==> src/rtl/dma_frame_buffer_ctrl_pkg.sv <==
// Shared constants and FSM encoding for the video write DMA frame-buffer manager.
package dma_frame_buffer_ctrl_pkg;

    localparam int unsigned FBC_ADDR_WIDTH    = 32;
    localparam int unsigned FBC_BUF_IDX_WIDTH = 3;
    localparam int unsigned FBC_CNT_WIDTH     = 16;

    typedef enum logic [1:0] {
        ST_IDLE     = 2'd0,
        ST_WAIT_SOF = 2'd1,
        ST_ACTIVE   = 2'd2
    } fbc_state_e;

endpackage

==> src/rtl/dma_frame_buffer_ctrl_if.sv <==
// Control, status and buffer-address FIFO signals of the frame-buffer manager.
interface dma_frame_buffer_ctrl_if
    import dma_frame_buffer_ctrl_pkg::*;
#(
    parameter int unsigned ADDR_WIDTH    = FBC_ADDR_WIDTH,
    parameter int unsigned BUF_IDX_WIDTH = FBC_BUF_IDX_WIDTH,
    parameter int unsigned CNT_WIDTH     = FBC_CNT_WIDTH
);
    logic                     enable_i;
    logic [ADDR_WIDTH-1:0]    base_addr_i;
    logic [ADDR_WIDTH-1:0]    stride_i;
    logic [BUF_IDX_WIDTH-1:0] num_buffers_i;
    logic                     frame_start_i;
    logic                     frame_end_i;
    logic                     int_clear_i;
    logic                     buff_addr_fifo_full_i;
    logic [ADDR_WIDTH-1:0]    wr_addr_o;
    logic [BUF_IDX_WIDTH-1:0] buf_idx_o;
    logic                     buff_addr_fifo_wen_o;
    logic [ADDR_WIDTH-1:0]    buff_addr_fifo_data_o;
    logic                     interrupt_o;
    logic [CNT_WIDTH-1:0]     drop_count_o;
    logic [CNT_WIDTH-1:0]     frame_error_count_o;

    // Processor / video path side
    modport master (
        output enable_i, base_addr_i, stride_i, num_buffers_i,
        output frame_start_i, frame_end_i, int_clear_i, buff_addr_fifo_full_i,
        input  wr_addr_o, buf_idx_o, buff_addr_fifo_wen_o, buff_addr_fifo_data_o,
        input  interrupt_o, drop_count_o, frame_error_count_o
    );

    // Controller side
    modport slave (
        input  enable_i, base_addr_i, stride_i, num_buffers_i,
        input  frame_start_i, frame_end_i, int_clear_i, buff_addr_fifo_full_i,
        output wr_addr_o, buf_idx_o, buff_addr_fifo_wen_o, buff_addr_fifo_data_o,
        output interrupt_o, drop_count_o, frame_error_count_o
    );

endinterface

==> src/rtl/dma_buf_ring_addr.sv <==
// Buffer ring pointer: latches base/stride/size on load, steps index and address on advance.
module dma_buf_ring_addr
    import dma_frame_buffer_ctrl_pkg::*;
#(
    parameter int unsigned ADDR_WIDTH    = FBC_ADDR_WIDTH,
    parameter int unsigned BUF_IDX_WIDTH = FBC_BUF_IDX_WIDTH
) (
    input  logic                     sys_clk_i,
    input  logic                     rstn_i,
    input  logic                     load_i,
    input  logic                     advance_i,
    input  logic [ADDR_WIDTH-1:0]    base_i,
    input  logic [ADDR_WIDTH-1:0]    stride_i,
    input  logic [BUF_IDX_WIDTH-1:0] num_i,
    output logic [BUF_IDX_WIDTH-1:0] idx_o,
    output logic [ADDR_WIDTH-1:0]    addr_o
);

    logic [ADDR_WIDTH-1:0]    base_q;
    logic [ADDR_WIDTH-1:0]    stride_q;
    logic [BUF_IDX_WIDTH-1:0] last_idx_q;

    // Ring size 0 behaves as a single buffer, so the last index is 0 in both cases.
    logic [BUF_IDX_WIDTH-1:0] last_idx_c;
    assign last_idx_c = (num_i == '0) ? '0 : num_i - BUF_IDX_WIDTH'(1);

    // Configuration latch and ring stepping; the address is accumulated, not multiplied.
    always_ff @(posedge sys_clk_i or negedge rstn_i) begin
        if (!rstn_i) begin
            base_q     <= '0;
            stride_q   <= '0;
            last_idx_q <= '0;
            idx_o      <= '0;
            addr_o     <= '0;
        end else if (load_i) begin
            base_q     <= base_i;
            stride_q   <= stride_i;
            last_idx_q <= last_idx_c;
            idx_o      <= '0;
            addr_o     <= base_i;
        end else if (advance_i) begin
            if (idx_o == last_idx_q) begin
                idx_o  <= '0;
                addr_o <= base_q;
            end else begin
                idx_o  <= idx_o + BUF_IDX_WIDTH'(1);
                addr_o <= addr_o + stride_q;
            end
        end
    end

endmodule

==> src/rtl/dma_frame_buffer_ctrl.sv <==
// Frame-buffer manager: rotates the write DMA through a DDR buffer ring and
// publishes each completed buffer to the address FIFO with an interrupt.
module dma_frame_buffer_ctrl
    import dma_frame_buffer_ctrl_pkg::*;
#(
    parameter int unsigned ADDR_WIDTH    = FBC_ADDR_WIDTH,
    parameter int unsigned BUF_IDX_WIDTH = FBC_BUF_IDX_WIDTH,
    parameter int unsigned CNT_WIDTH     = FBC_CNT_WIDTH
) (
    input  logic                     sys_clk_i,
    input  logic                     rstn_i,
    dma_frame_buffer_ctrl_if.slave   bus
);

    fbc_state_e state_q, state_d;

    logic load_c;
    logic commit_c;
    logic drop_c;
    logic error_c;

    logic [ADDR_WIDTH-1:0]    ring_addr;
    logic [BUF_IDX_WIDTH-1:0] ring_idx;

    logic                  wen_q;
    logic [ADDR_WIDTH-1:0] fifo_data_q;
    logic                  irq_q;
    logic [CNT_WIDTH-1:0]  drop_cnt_q;
    logic [CNT_WIDTH-1:0]  err_cnt_q;

    dma_buf_ring_addr #(
        .ADDR_WIDTH    (ADDR_WIDTH),
        .BUF_IDX_WIDTH (BUF_IDX_WIDTH)
    ) u_ring (
        .sys_clk_i (sys_clk_i),
        .rstn_i    (rstn_i),
        .load_i    (load_c),
        .advance_i (commit_c),
        .base_i    (bus.base_addr_i),
        .stride_i  (bus.stride_i),
        .num_i     (bus.num_buffers_i),
        .idx_o     (ring_idx),
        .addr_o    (ring_addr)
    );

    // FSM state register
    always_ff @(posedge sys_clk_i or negedge rstn_i) begin
        if (!rstn_i) begin
            state_q <= ST_IDLE;
        end else begin
            state_q <= state_d;
        end
    end

    // Next state and per-cycle frame events
    always_comb begin
        state_d  = state_q;
        load_c   = 1'b0;
        commit_c = 1'b0;
        drop_c   = 1'b0;
        error_c  = 1'b0;
        unique case (state_q)
            ST_IDLE: begin
                if (bus.enable_i) begin
                    load_c  = 1'b1;
                    state_d = ST_WAIT_SOF;
                end
            end
            ST_WAIT_SOF: begin
                if (bus.frame_start_i) begin
                    state_d = ST_ACTIVE;
                end else if (!bus.enable_i) begin
                    state_d = ST_IDLE;
                end
            end
            ST_ACTIVE: begin
                if (bus.frame_end_i) begin
                    // A full FIFO leaves the ring in place so the next frame overwrites it.
                    commit_c = !bus.buff_addr_fifo_full_i;
                    drop_c   = bus.buff_addr_fifo_full_i;
                    if (bus.frame_start_i) begin
                        state_d = ST_ACTIVE;
                    end else if (bus.enable_i) begin
                        state_d = ST_WAIT_SOF;
                    end else begin
                        state_d = ST_IDLE;
                    end
                end else if (bus.frame_start_i) begin
                    error_c = 1'b1;
                end
            end
            default: state_d = ST_IDLE;
        endcase
    end

    // FIFO strobe/data, interrupt level and event counters
    always_ff @(posedge sys_clk_i or negedge rstn_i) begin
        if (!rstn_i) begin
            wen_q       <= 1'b0;
            fifo_data_q <= '0;
            irq_q       <= 1'b0;
            drop_cnt_q  <= '0;
            err_cnt_q   <= '0;
        end else begin
            wen_q <= commit_c;
            if (commit_c) begin
                fifo_data_q <= ring_addr;
            end
            if (commit_c) begin
                irq_q <= 1'b1;
            end else if (bus.int_clear_i) begin
                irq_q <= 1'b0;
            end
            if (drop_c) begin
                drop_cnt_q <= drop_cnt_q + CNT_WIDTH'(1);
            end
            if (error_c) begin
                err_cnt_q <= err_cnt_q + CNT_WIDTH'(1);
            end
        end
    end

    assign bus.wr_addr_o             = ring_addr;
    assign bus.buf_idx_o             = ring_idx;
    assign bus.buff_addr_fifo_wen_o  = wen_q;
    assign bus.buff_addr_fifo_data_o = fifo_data_q;
    assign bus.interrupt_o           = irq_q;
    assign bus.drop_count_o          = drop_cnt_q;
    assign bus.frame_error_count_o   = err_cnt_q;

endmodule

==> src/flat_wrapper.sv <==
// flat-port wrapper written by rule: the top's interface ports become plain ports
module dma_frame_buffer_ctrl_flat import dma_frame_buffer_ctrl_pkg::*;
#(
    parameter int unsigned ADDR_WIDTH    = FBC_ADDR_WIDTH,
    parameter int unsigned BUF_IDX_WIDTH = FBC_BUF_IDX_WIDTH,
    parameter int unsigned CNT_WIDTH     = FBC_CNT_WIDTH
)
  (sys_clk_i, rstn_i, bus_enable_i, bus_base_addr_i, bus_stride_i, bus_num_buffers_i, bus_frame_start_i, bus_frame_end_i, bus_int_clear_i, bus_buff_addr_fifo_full_i, bus_wr_addr_o, bus_buf_idx_o, bus_buff_addr_fifo_wen_o, bus_buff_addr_fifo_data_o, bus_interrupt_o, bus_drop_count_o, bus_frame_error_count_o);
  dma_frame_buffer_ctrl_if #(.ADDR_WIDTH(ADDR_WIDTH), .BUF_IDX_WIDTH(BUF_IDX_WIDTH), .CNT_WIDTH(CNT_WIDTH)) bus_i ();
  input  logic sys_clk_i;
  input  logic rstn_i;
  input wire logic [$bits(bus_i.enable_i)-1:0] bus_enable_i;
  input wire logic [$bits(bus_i.base_addr_i)-1:0] bus_base_addr_i;
  input wire logic [$bits(bus_i.stride_i)-1:0] bus_stride_i;
  input wire logic [$bits(bus_i.num_buffers_i)-1:0] bus_num_buffers_i;
  input wire logic [$bits(bus_i.frame_start_i)-1:0] bus_frame_start_i;
  input wire logic [$bits(bus_i.frame_end_i)-1:0] bus_frame_end_i;
  input wire logic [$bits(bus_i.int_clear_i)-1:0] bus_int_clear_i;
  input wire logic [$bits(bus_i.buff_addr_fifo_full_i)-1:0] bus_buff_addr_fifo_full_i;
  output wire logic [$bits(bus_i.wr_addr_o)-1:0] bus_wr_addr_o;
  output wire logic [$bits(bus_i.buf_idx_o)-1:0] bus_buf_idx_o;
  output wire logic [$bits(bus_i.buff_addr_fifo_wen_o)-1:0] bus_buff_addr_fifo_wen_o;
  output wire logic [$bits(bus_i.buff_addr_fifo_data_o)-1:0] bus_buff_addr_fifo_data_o;
  output wire logic [$bits(bus_i.interrupt_o)-1:0] bus_interrupt_o;
  output wire logic [$bits(bus_i.drop_count_o)-1:0] bus_drop_count_o;
  output wire logic [$bits(bus_i.frame_error_count_o)-1:0] bus_frame_error_count_o;
  assign bus_i.enable_i = bus_enable_i;
  assign bus_i.base_addr_i = bus_base_addr_i;
  assign bus_i.stride_i = bus_stride_i;
  assign bus_i.num_buffers_i = bus_num_buffers_i;
  assign bus_i.frame_start_i = bus_frame_start_i;
  assign bus_i.frame_end_i = bus_frame_end_i;
  assign bus_i.int_clear_i = bus_int_clear_i;
  assign bus_i.buff_addr_fifo_full_i = bus_buff_addr_fifo_full_i;
  assign bus_wr_addr_o = bus_i.wr_addr_o;
  assign bus_buf_idx_o = bus_i.buf_idx_o;
  assign bus_buff_addr_fifo_wen_o = bus_i.buff_addr_fifo_wen_o;
  assign bus_buff_addr_fifo_data_o = bus_i.buff_addr_fifo_data_o;
  assign bus_interrupt_o = bus_i.interrupt_o;
  assign bus_drop_count_o = bus_i.drop_count_o;
  assign bus_frame_error_count_o = bus_i.frame_error_count_o;
  dma_frame_buffer_ctrl #(.ADDR_WIDTH(ADDR_WIDTH), .BUF_IDX_WIDTH(BUF_IDX_WIDTH), .CNT_WIDTH(CNT_WIDTH)) u_core (.sys_clk_i(sys_clk_i), .rstn_i(rstn_i), .bus(bus_i));
endmodule
==> config.mk <==
export PLATFORM = sky130hd
export DESIGN_NAME = dma_frame_buffer_ctrl_flat
export DESIGN_NICKNAME = d
export VERILOG_FILES = /design/src/rtl/dma_frame_buffer_ctrl_pkg.sv /design/src/rtl/dma_frame_buffer_ctrl_if.sv /design/src/rtl/dma_buf_ring_addr.sv /design/src/rtl/dma_frame_buffer_ctrl.sv /design/src/flat_wrapper.sv
export SDC_FILE = /design/constraint.sdc
export NUM_CORES = 1
export LEC_CHECK = 0
export CORE_ASPECT_RATIO = 0.6
export CORE_MARGIN = 4
export CORE_UTILIZATION = 53
export CTS_CLUSTER_DIAMETER = 120
export DETAILED_ROUTE_END_ITERATION = 8
export PLACE_DENSITY = 0.92
export SETUP_SLACK_MARGIN = 0.2
export SKIP_CTS_REPAIR_TIMING = 1
export SLEW_MARGIN = 20
export SYNTH_ARGS = -nofsm -noshare
export SYNTH_HDL_FRONTEND = slang
export SYNTH_HIERARCHICAL = 1
export SYNTH_SLANG_ARGS = --single-unit
export TNS_END_PERCENT = 100
==> constraint.sdc <==
create_clock -name sys_clk_i -period 3.2 [get_ports sys_clk_i]
set_input_delay 0.48 -clock sys_clk_i [delete_from_list [all_inputs] [get_ports sys_clk_i]]
set_output_delay 0.48 -clock sys_clk_i [all_outputs]
set_load 0.05 [all_outputs]
======== After elaboration in Yosys (flattened, before gate mapping) ========
Index checks and enable logic that the tools add are counted.
operators by class
  equal/unequal tests ..................... 6
  muxes and demuxes ....................... 25
  add/sub/neg operators ................... 5
  shift-type cells ........................ 0
  multipliers ............................. 0
  bitwise logic cells ..................... 0
  magnitude comparators ................... 0
  reductions and logical operators ........ 6
  divide/modulo/power cells ............... 0
operators by type and width
  operator                                                                number
  32-bit 2-to-1 mux                                                       3
  16-bit by 1-bit adder with 16-bit output (second input constant)        2
  32-bit adder                                                            1
  1-bit 2-to-1 mux                                                        12
  3-bit 2-to-1 mux                                                        4
  2-bit 2-to-1 mux                                                        5
  2-bit one-hot mux with 3 select lines                                   1
  2-bit != test (second input constant)                                   2
  2-bit nonzero test                                                      2
  3-bit by 1-bit adder with 3-bit output (second input constant)          1
  3-bit equality test                                                     1
  3-bit zero test                                                         1
  3-bit != test (second input constant)                                   1
  3-bit AND reduction                                                     1
  3-bit by 1-bit subtractor with 3-bit output (second input constant)     1
  2-bit by 1-bit equality test with 1-bit output (second input constant)  1
  2-bit equality test (second input constant)                             1
  2-bit zero test                                                         1
  1-bit zero test                                                         1
storage, ports and cells
  register bits after elaboration ......... 170
  bits in latches ......................... 0
  logic and storage cells ................. 53
  input bits .............................. 74
  ROM bits ................................ 0
  memories kept ........................... 0
  output and inout bits ................... 101
  bits in writable memories ............... 0

======== Longest topological paths before layout ========
Gate-level depths: netlist of run 1.
  depth after elaboration ................. 5
  gate-level depth with buffers ........... 11
  gate-level depth less buffers ........... 10

======== Hierarchy ========
Netlist of run 1, hierarchy kept.
modules (own cells, without submodules)
  module                 area each (sq um)  instances  cells an instance
  dma_buf_ring_addr      6158.4             1          643
  dma_frame_buffer_ctrl  2805.2             1          205

======== Least setup slack after synthesis of run 1 ========
OpenSTA, ideal clock, no wires.
  path type ............................... register to register
  start point ............................. register u_core.u_ring.addr_o[0]
  end point ............................... register u_core.u_ring.addr_o[24]
  period minus slack after synthesis ...... 2.943 ns
  arrival ................................. 2.801 ns
  path slack .............................. 0.257 ns
  data required time ...................... 3.058 ns
  library setup time ...................... 0.142 ns
  stages on the path, launching flop included .. 11
  path through ............................ dfrtp_1 ha_1 fa_1 a21o_1 a311oi_2 nor3_2 or3b_4 a21oi_4 o221ai_2 xnor2_1 o221ai_1
on the way
  cells in the longest elaborated chain, start to end .. 4
RTL lines
  element                   RTL line                 RTL
  start: declaration        dma_buf_ring_addr.sv:16  output logic [ADDR_WIDTH-1:0] addr_o
  start signal: assignment  dma_buf_ring_addr.sv:40  addr_o <= base_i;
  start signal: assignment  dma_buf_ring_addr.sv:44  addr_o <= base_q;
  start signal: assignment  dma_buf_ring_addr.sv:47  addr_o <= addr_o + stride_q;
  32-bit adder              dma_buf_ring_addr.sv:47
  32-bit 2-to-1 mux         dma_buf_ring_addr.sv:42  if (idx_o == last_idx_q) begin
  32-bit 2-to-1 mux         dma_buf_ring_addr.sv:41  end else if (advance_i) begin
  32-bit 2-to-1 mux         dma_buf_ring_addr.sv:35  end else if (load_i) begin
Every way passes these cells. The select of a mux whose other input is x is not followed.
A chain may end at the register's enable or synchronous reset.

======== Worst setup path in the final report of run 1 ========
Same ends and word-level chain as after synthesis.

==> out/summary.txt, run 1 <==
CP Buf/Inv Count: 0
area delta synth->final: 29.2%
number of synthesized flops with an enable pin: 0
fillers: 1,179
number of inserted diodes: 0
CP Max Fanout: 3
Worst Path Arrival: 3.15 ns
fin crit share: 0.897
RSZ-0062 raised after global routing: no
flop-to-flop setup slack: 0.33 ns
die width: 176 um
routability cong.: 0.944
Final Util: 0.707
startpoint class of the critical path: flip-flop
Post-Syn Nets: 959
pwr/cell area: 1020 nW/um2
Ports: 175
DP HPWL: 17,200 um
wire per inst: 18.9 um
critical register-to-register path startpoint: u_core/u_ring/addr_o[0]
row cnt: 36
PortBufs: 174
Crit. End Element: flip-flop
area of the die: 19,100 um2
Lkg Pwr: 0.00495 uW
Yosys cell types: 73
Synth Cell Area: 8960 um2
Top delay family on crit path: compound AO/OA/AOI/OAI gates
CTS clk-pin slew, worst paths: 0.06 ns
largest area contributor in the netlist: dfrtp_1
count leader, synth: dfrtp_1
FF-to-FF End: u_core/u_ring/addr_o[24]
slowest cell on the critical path: or3b_4
final setup violation count: 0
drc violations: 0
Seq/Total Area, Yosys: 0.475
share of the synthesized area in the top cell type: 0.475
antenna viol nets, final: 0
die height: 109 um
DRT iter0 DRCs: 788
first-pass GRT wire length: 38,700 um
mean cell area of the mapped netlist: 10.6 um2
TritonCTS buffer count: 17
largest net degree at the start of global routing: 70
via count: 7,416
final net count: 1,128
vias in the first global route: 7,419
share of layout cells above drive strength 1: 0.152
post-synthesis register bit count: 170
Synth Instances: 848
Max stage delay on crit path: 0.44 ns
maximum vdd ir drop: 0.712 mV
core area: 16,400 um2
Root Driver: clkbuf_16
status: completed
Slew Limit Fails: 0
initial antenna violation count: 0
post-synthesis async set-or-reset flop share: 1.00
clock buffer depth: 2
synth top area cells: dfrtp_1 (47%), mux2_2 (9.5%), ha_1 (5.0%)
worst hold margin: 0.0463 ns
synth warn: 6
H-tree depth: 4
Main synth FF type: dfrtp_1
setup TNS: 0 ns
clk_lat worst skew: 0.42 ns
drt total wl: 23,700 um
drt via density: 5.90
Post-Route Skew: 0.0123 ns
starting density of the core: 0.547
Register-to-Register Path Depth: 10
Final Hold Viols: 0
most instantiated cells after synthesis: dfrtp_1 (170), mux2_2 (76), nand2_1 (76)
TritonRoute pass-1 iters: 6
Final min period: 2.87 ns
GR Overflow Total: 0
Global Route Usage Sum: 0.252
clk sinks: 170
Worst-Margin Slew: 0.648 ns
FMAX: 348 MHz
CTS tree: built
sequence of cells on the critical path: ha_1 -> fa_2 -> a21o_1 -> a311oi_2 -> nor3_2 -> or3b_4 -> a21oi_4 -> o221ai_2 -> xnor2_1 -> o221ai_1
HP Class: in -> async
WS Path Type: reg -> reg
Worst slew margin: 0.568
WP data required: 3.48 ns
max-cap violation count: 0
[area by class of cell]
| type | instances | area (um2) | share of cell area |
|---|---|---|---|
| repair buffers | 195 | 1930 | 0.166 |
| clock inverters | 9 | 113 | 0.00972 |
| inverters | 43 | 161 | 0.0139 |
| well taps | 228 | 285 | 0.0246 |
| flip-flops and latches | 170 | 4250 | 0.367 |
| clock buffers | 21 | 470 | 0.0406 |
| multi-input cells | 590 | 4380 | 0.378 |
[worst reg2reg max path, stage by stage (launching register included)]
cell,delay [ns]
dfrtp_1,0.39
ha_1,0.23
fa_2,0.36
a21o_1,0.23
a311oi_2,0.35
nor3_2,0.09
or3b_4,0.44
a21oi_4,0.22
o221ai_2,0.13
xnor2_1,0.17
o221ai_1,0.13
[layer usage]
layer	vias to the layer above	global-route usage	part of all wire
met2	395	0.374	0.44
met4	0	0.0667	0.015
met5	-	0	0
li1	3395	-	-
met1	3586	0.367	0.45
met3	40	0.0710	0.096
[report_power, final]
group	total, uW	leakage (uW)	internal [uW]	switching, uW
clock	2050	0.000286	1210	843
sequential	3340	0.00211	2810	532
combinational	6470	0.00256	2530	3940
total	11900	0.00495	6540	5320
[state kept, by name, summed over array words and instances (netlist names), 3 cells and up]
| signal | count |
|---|---|
| u_core/bus.frame_error_count_o | 16 |
| u_core/u_ring/addr_o | 32 |
| u_core/u_ring/stride_q | 32 |
| u_core/u_ring/idx_o | 3 |
| u_core/bus.buff_addr_fifo_data_o | 32 |
| u_core/u_ring/base_q | 32 |
| u_core/bus.drop_count_o | 16 |
| u_core/u_ring/last_idx_q | 3 |
[how the worst max path moves through the flow]
stage | start | end | cells past startpoint
6_report | u_core/u_ring/addr_o[0] | u_core/u_ring/addr_o[24] | 10
3_5_place_dp | u_core/u_ring/addr_o[0] | u_core/u_ring/addr_o[24] | 10
3_3_place_gp | u_core/u_ring/addr_o[0] | u_core/u_ring/addr_o[24] | 10
2_1_floorplan | u_core/u_ring/addr_o[0] | u_core/u_ring/addr_o[24] | 10
5_1_grt | u_core/u_ring/addr_o[1] | u_core/u_ring/addr_o[29] | 9
4_1_cts | u_core/u_ring/addr_o[0] | u_core/u_ring/addr_o[24] | 10
[cells in the final DEF, fill, tap and decap left out, types with 3 or more instances in the layout]
cell,Yosys,final
nand3b_1,3,3
nand2b_1,3,3
nor4_2,3,3
clkbuf_16,0,17
o211ai_1,7,7
mux2_2,76,76
buf_4,3,19
nand2_1,76,76
nor2_1,24,24
a21oi_1,54,54
o22ai_1,5,5
nor3_2,3,3
a211oi_1,7,7
clkdlybuf4s50_1,0,173
o21bai_1,7,7
xnor2_1,44,44
xor2_1,15,15
o21a_1,6,6
and2_1,5,5
nand3_1,22,22
ha_1,36,36
nor3b_1,4,3
or2_2,3,3
dfrtp_1,170,170
mux2i_1,6,6
inv_1,43,43
a21o_1,17,17
o221ai_1,15,15
clkbuf_8,0,3
nor3_1,21,21
nand4_1,12,12
and3_1,10,10
o21ai_0,54,54
inv_6,0,3
nor4_1,3,3
a31oi_1,4,4
[per-stage QoR]
stage / std cells / setup WS [ns] / total power [uW] / area (um2)
2_1_floorplan: 848 / 0.257 / 7740 / 8960
3_3_place_gp: 1224 / 0.324 / 9420 / 11000
3_5_place_dp: 1224 / 0.254 / 9650 / 11000
4_1_cts: 1254 / 0.236 / 11700 / 11600
6_report: 1256 / 0.328 / 11900 / 11600
5_1_grt: 1256 / 0.196 / 12500 / 11600
[cell families (layout without fill, tap and decap cells)]
group	count (synthesis)	after routing	synth area share
buffers and inverters	88	268	0.0395
xor gates and xnor gates	59	59	0.0576
muxes	82	82	0.102
and+or+nand+nor	204	204	0.118
AOI/OAI and AO/OA	208	208	0.156
DFF	170	170	0.475
adders and majority gates	37	37	0.0525
(Power assumes the default switching activity.)
==> run 2: changes to the inputs <==
CORE_UTILIZATION = 52   (was 53)
PLACE_DENSITY = 0.91   (was 0.92)
SYNTH_HIERARCHICAL = default   (was 1)
==> out/summary.txt, run 2 <==
final net count: 1,261 (+12%)
clock buffer depth: 2 (unchanged)
DRT iter0 DRCs: 917 (+16%)
first-pass GRT wire length: 41,000 um (+6.1%)
via count: 7,977 (+7.6%)
share of the synthesized area in the top cell type: 0.483 (+0.00802)
drc violations: 0 (unchanged)
Synth Cell Area: 8810 um2 (-1.7%)
Final Hold Viols: 4 (+4)
WP data required: 3.55 ns (+0.07 ns)
Lkg Pwr: 0.00536 uW (+8.3%)
initial antenna violation count: 1 (+1)
area of the die: 19,200 um2 (+0.22%)
largest area contributor in the netlist: dfrtp_1
Root Driver: clkbuf_16
CTS tree: built
Final min period: 2.83 ns (-0.0389 ns)
post-synthesis async set-or-reset flop share: 1.00 (unchanged)
fin crit share: 0.885 (-0.0122)
Yosys cell types: 66 (-9.6%)
Main synth FF type: dfrtp_1
maximum vdd ir drop: 0.671 mV (-5.7%)
failing checks: negative hold slack
count leader, synth: nand2_1
CP Max Fanout: 4 (+1)
synth top area cells: dfrtp_1 (48%), nand2_1 (16%), ha_1 (5.1%)
placed inst area: 10,700 um2 (-2.4%)
largest net degree at the start of global routing: 70 (unchanged)
most instantiated cells after synthesis: nand2_1 (367), dfrtp_1 (170), a21oi_1 (37)
setup TNS: 0 ns (unchanged)
wire per inst: 18.3 um (-3.0%)
worst hold margin: -0.00334 ns (-0.0496 ns)
number of synthesized flops with an enable pin: 0 (unchanged)
drt total wl: 25,500 um (+7.4%)
Seq/Total Area, Yosys: 0.483 (+0.00802)
mean cell area of the mapped netlist: 8.88 um2 (-16%)
post-synthesis register bit count: 170 (unchanged)
area delta synth->final: 29.0%
antenna viol nets, final: 0 (unchanged)
starting density of the core: 0.536 (-0.0106)
HP Class: in -> async
Worst Path Arrival: 3.18 ns (+0.03 ns)
share of layout cells above drive strength 1: 0.0662 (-0.0855)
Crit. End Element: flip-flop
synth warn: 0 (-6)
CTS clk-pin slew, worst paths: 0.07 ns (about the same)
vias in the first global route: 7,753 (+4.5%)
clk_lat worst skew: 0.43 ns (about the same)
Finished Cell Area: 11,400 um2 (-1.9%)
row cnt: 36 (unchanged)
DP HPWL: 18,000 um (+4.8%)
Worst slew margin: 0.499 (-0.0688)
TritonRoute pass-1 iters: 5 (-1)
startpoint class of the critical path: flip-flop
die height: 109 um (+0.11%)
Post-Route Skew: 0.00960 ns (-0.00267 ns)
core area: 16,400 um2 (+0.28%)
Global Route Usage Sum: 0.270 (+0.0177)
pwr/cell area: 1190 nW/um2 (+16%)
Synth Instances: 993 (+17%)
status: complete, but fails checks
Ports: 175 (unchanged)
die width: 176 um (+0.11%)
Slew Limit Fails: 0 (unchanged)
RSZ-0062 raised after global routing: no
WS Path Type: reg -> reg
GR Overflow Total: 0 (unchanged)
number of inserted diodes: 0 (unchanged)
routability cong.: 0.951 (+0.72%)
PortBufs: 174 (unchanged)
FMAX: 353 MHz (+1.4%)
Post-Syn Nets: 1,104 (+15%)
Worst-Margin Slew: 0.752 ns (+0.103 ns)
commonest non-fill, non-tap cell in the layout: nand2_1
H-tree depth: 4 (unchanged)
final setup violation count: 0 (unchanged)
clk sinks: 170 (unchanged)
TritonCTS buffer count: 17 (unchanged)
most frequent cells in the layout: nand2_1 (366), clkdlybuf4s50_1 (173), dfrtp_1 (170)
drt via density: 5.73 (-2.9%)
max-cap violation count: 0 (unchanged)
[run 2: cell types whose count changed after synthesis, moves of 12 or more]
cell / before / now
o221ai_1: 15 / 0
o21ai_0: 54 / 30
mux2_2: 76 / 3
xnor2_1: 44 / 31
nor2_1: 24 / 36
inv_1: 43 / 9
nand2_1: 76 / 367
o211ai_1: 7 / 20
a21oi_1: 54 / 37
[run 2: area by class of cell]
class                           instances  area (um2)
Clock inverter                         13         204
Multi-Input combinational cell        763        4280
Inverter                               10        37.5
Clock buffer                           19         453
Sequential cell                       170        4250
Timing Repair Buffer                  188        1860
Fill cell                            1230        5070
Tap cell                              228         285
[run 2: routing by layer]
layer,part of all wire,GRT usage,vias up
met4,0.015,0.0651,2
met2,0.42,0.382,442
met3,0.11,0.0849,39
li1,-,-,3663
met1,0.45,0.405,3831
met5,0.00051,0,-
[run 2: worst paths after layout]
path	endpoint	slack, ns	depth (start not counted)	from
max	u_core.u_ring.addr_o[22]	0.37	10	u_core.u_ring.addr_o[0]
min	u_core.bus.frame_error_count_o[13]	-0.003	1	rstn_i
max reg2reg	u_core.u_ring.addr_o[22]	0.37	10	u_core.u_ring.addr_o[0]
min reg2reg	u_core.bus.frame_error_count_o[15]	0.47	1	u_core.bus.frame_error_count_o[15]
max in group asynchronous	u_core.state_q[0]	2.35	2	rstn_i
min in group sys_clk_i	u_core.bus.frame_error_count_o[15]	0.47	1	u_core.bus.frame_error_count_o[15]
[run 2: per-stage QoR]
stage	worst slack (ns)	instances	utilization	hold WS (ns)	power, uW
global route	0.201	1391	0.692	0.0336	14300
floorplan	0.404	993	-	0.184	8770
global placement	0.575	1359	0.652	0.457	10800
finish	0.367	1391	0.692	-0.00334	13500
detailed placement	0.488	1359	0.652	0.463	11000
CTS	0.379	1391	0.692	0.0333	13400
[run 2: cell families (layout without fill, tap and decap cells)]
group	Yosys count	in the layout	share of synthesized area
AOI/OAI and AO/OA	169	169	0.133
xor gates and xnor gates	57	57	0.0566
adders and majority gates	37	37	0.0534
buffers and inverters	60	230	0.0336
DFF	170	170	0.483
muxes	9	9	0.0106
and+or+nand+nor	491	491	0.231
[run 2: critical path, cell delays in order (launching register included)]
cell	delay, ns
dfrtp_1	0.42
ha_1	0.24
fa_1	0.44
a211oi_2	0.35
o21ai_2	0.15
a21oi_2	0.26
o221a_4	0.24
or3_4	0.15
a21oi_1	0.08
mux2_2	0.28
o21ai_0	0.14
[run 2: power by group]
| part | switching, uW | internal, uW | leakage, uW | total [uW] |
|---|---|---|---|---|
| logic | 4850 | 2650 | 0.00288 | 7500 |
| registers | 734 | 2990 | 0.00216 | 3720 |
| clock network | 926 | 1370 | 0.000323 | 2300 |
| total | 6510 | 7010 | 0.00536 | 13500 |
==> run 3: changes to the inputs <==
MAX_ROUTING_LAYER = met4   (was default)
PLACE_DENSITY = 0.8   (was 0.91)
==> out/summary.txt, run 3 (same netlist as run 2, synthesis figures left out) <==
status: completed
H-tree depth: 4 (unchanged)
Register-to-Register Path Depth: 9 (-1)
drc violations: 0 (unchanged)
largest net degree at the start of global routing: 72 (+2.9%)
clock buffer depth: 2 (unchanged)
most frequent cells in the layout: nand2_1 (366), clkdlybuf4s50_1 (173), dfrtp_1 (170)
die height: 109 um (unchanged)
DP HPWL: 17,500 um (-2.6%)
CTS tree: built
Crit. End Element: flip-flop
Finished Cell Area: 11,300 um2 (-0.75%)
most frequent CP cell: o21a_1
area of the die: 19,200 um2 (unchanged)
Setup WS pre-CTS: 0.434 ns (-0.0542 ns)
Worst-Margin Slew: 0.863 ns (+0.111 ns)
die width: 176 um (unchanged)
setup ws final: 0.344 ns (-0.0229 ns)
startpoint class of the critical path: flip-flop
TritonRoute pass-1 iters: 7 (+2)
Final Hold Viols: 0 (-4)
routability cong.: 0.978 (+2.8%)
initial antenna violation count: 0 (-1)
Slew Limit Fails: 0 (unchanged)
switching part of the total: 0.491 (+0.00907)
commonest non-fill, non-tap cell in the layout: nand2_1
max-cap violation count: 0 (unchanged)
setup TNS: 0 ns (unchanged)
antenna viol nets, final: 0 (unchanged)
via count: 7,854 (-1.5%)
met3 Use GR: 0.0610 (-0.0239)
starting density of the core: 0.536 (unchanged)
CP Max Fanout: 5 (+1)
Final min period: 2.86 ns (+0.0229 ns)
WP data required: 3.51 ns (-0.04 ns)
area delta synth->final: 28.0%
Lkg Pwr: 0.00531 uW (-1.0%)
flop-to-flop setup slack: 0.34 ns (-0.02 ns)
Root Driver: clkbuf_16
clock share of power: 0.149 (-0.021)
final setup violation count: 0 (unchanged)
fin crit share: 0.892 (+0.00717)
clk_lat worst skew: 0.43 ns (about the same)
Post-Route Skew: 0.0119 ns (+0.00227 ns)
fillers: 1,297 (+5.4%)
Worst Path Arrival: 3.16 ns (-0.02 ns)
share of layout cells above drive strength 1: 0.0662 (unchanged)
row cnt: 36 (unchanged)
CTS clk-pin slew, worst paths: 0.07 ns (about the same)
clk sinks: 170 (unchanged)
first-pass GRT wire length: 40,500 um (-1.2%)
DRT iter0 DRCs: 882 (-3.8%)
RSZ-0062 raised after global routing: no
core area: 16,400 um2 (unchanged)
Worst slew margin: 0.424 (-0.0745)
placed inst area: 10,700 um2 (+0.12%)
M2 GR Usage: 0.368 (-0.0134)
M1 GR Usage: 0.420 (+0.0151)
combinational power share: 0.567 (+0.013)
Max stage delay on crit path: 0.45 ns (about the same)
final net count: 1,261 (unchanged)
FF-to-FF End: u_core.u_ring.addr_o[31]
vias in the first global route: 7,676 (-0.99%)
FMAX: 350 MHz (-0.80%)
WS Path Type: reg -> reg
gr busiest metal: met1
slowest cell on the critical path: o31ai_2
Global Route Usage Sum: 0.274 (+0.00369)
Ports: 175 (unchanged)
cell-internal power: 6680 uW (-4.8%)
wire per inst: 18.0 um (-2.1%)
GR Overflow Total: 0 (unchanged)
switching pwr: 6430 uW (-1.2%)
drt via density: 5.65 (-1.5%)
maximum vdd ir drop: 0.705 mV (+5.0%)
Final Util: 0.686 (-0.00518)
critical register-to-register path startpoint: u_core.u_ring.addr_o[3]
TritonCTS buffer count: 17 (unchanged)
sequence of cells on the critical path: ha_1 -> nand3_1 -> nor2_1 -> o21a_1 -> a311oi_2 -> o21a_1 -> o31ai_2 -> nor4_1 -> a211o_1
pwr/cell area: 1160 nW/um2 (-2.3%)
HP Class: in -> async
drt total wl: 25,000 um (-2.1%)
Reg power frac: 0.284 (+0.009)
PortBufs: 174 (unchanged)
number of inserted diodes: 0 (unchanged)
-- run 3: cell count changes in the layout (fill, tap and decap cells not counted), sizes merged --
cell      before  now
bufinv         4    0
clkinvlp       0    4
-- run 3: worst max-delay path: cells and delay by family (launching register included) --
| family | cells | cell delay, ns |
|---|---|---|
| DFF | 1 | 0.43 |
| and+or+nand+nor | 3 | 0.46 |
| adders and majority gates | 1 | 0.42 |
| AOI/OAI and AO/OA | 5 | 1.44 |
-- run 3: stage by stage --
step / total power [uW] / cells / hold WS, ns
global route: 13900 / 1391 / 0.105
floorplan: 8770 / 993 / 0.184
finish: 13100 / 1391 / 0.0530
global placement: 10800 / 1359 / 0.456
CTS: 13000 / 1391 / 0.0823
detailed placement: 11000 / 1359 / 0.459
-- run 3: how the worst max path moves through the flow --
stage | start | endpoint | cells after the start
2_1_floorplan | u_core.u_ring.addr_o[0] | u_core.u_ring.addr_o[28] | 10
3_3_place_gp | u_core.u_ring.addr_o[4] | u_core.u_ring.addr_o[31] | 9
3_5_place_dp | u_core.u_ring.addr_o[7] | u_core.u_ring.addr_o[31] | 9
4_1_cts | u_core.u_ring.addr_o[7] | u_core.u_ring.addr_o[31] | 9
5_1_grt | u_core.u_ring.addr_o[9] | u_core.u_ring.addr_o[22] | 9
6_report | u_core.u_ring.addr_o[3] | u_core.u_ring.addr_o[31] | 9
-- run 3: power by group through the flow --
stage | Clock, uW | Combinational [uW] | Sequential [uW]
floorplan | 0 | 3760 | 5020
global placement | 0 | 7120 | 3700
detailed placement | 0 | 7240 | 3720
CTS | 1980 | 7320 | 3710
global route | 2070 | 8020 | 3830
finish | 1960 | 7430 | 3720
-- run 3: layout make-up --
type | count | area [um2] | area share
multi-input cells | 763 | 4280 | 0.379
flip-flops and latches | 170 | 4250 | 0.377
repair buffers | 188 | 1870 | 0.166
clock buffers | 19 | 443 | 0.0393
well taps | 228 | 285 | 0.0253
clock inverters | 13 | 110 | 0.00976
inverters | 10 | 37.5 | 0.00333
-- run 3: per-layer routing --
metal	vias up	part of all wire
li1	3678	-
met1	3752	0.50
met2	391	0.40
met3	33	0.091
met4	0	0.012
met5	-	0
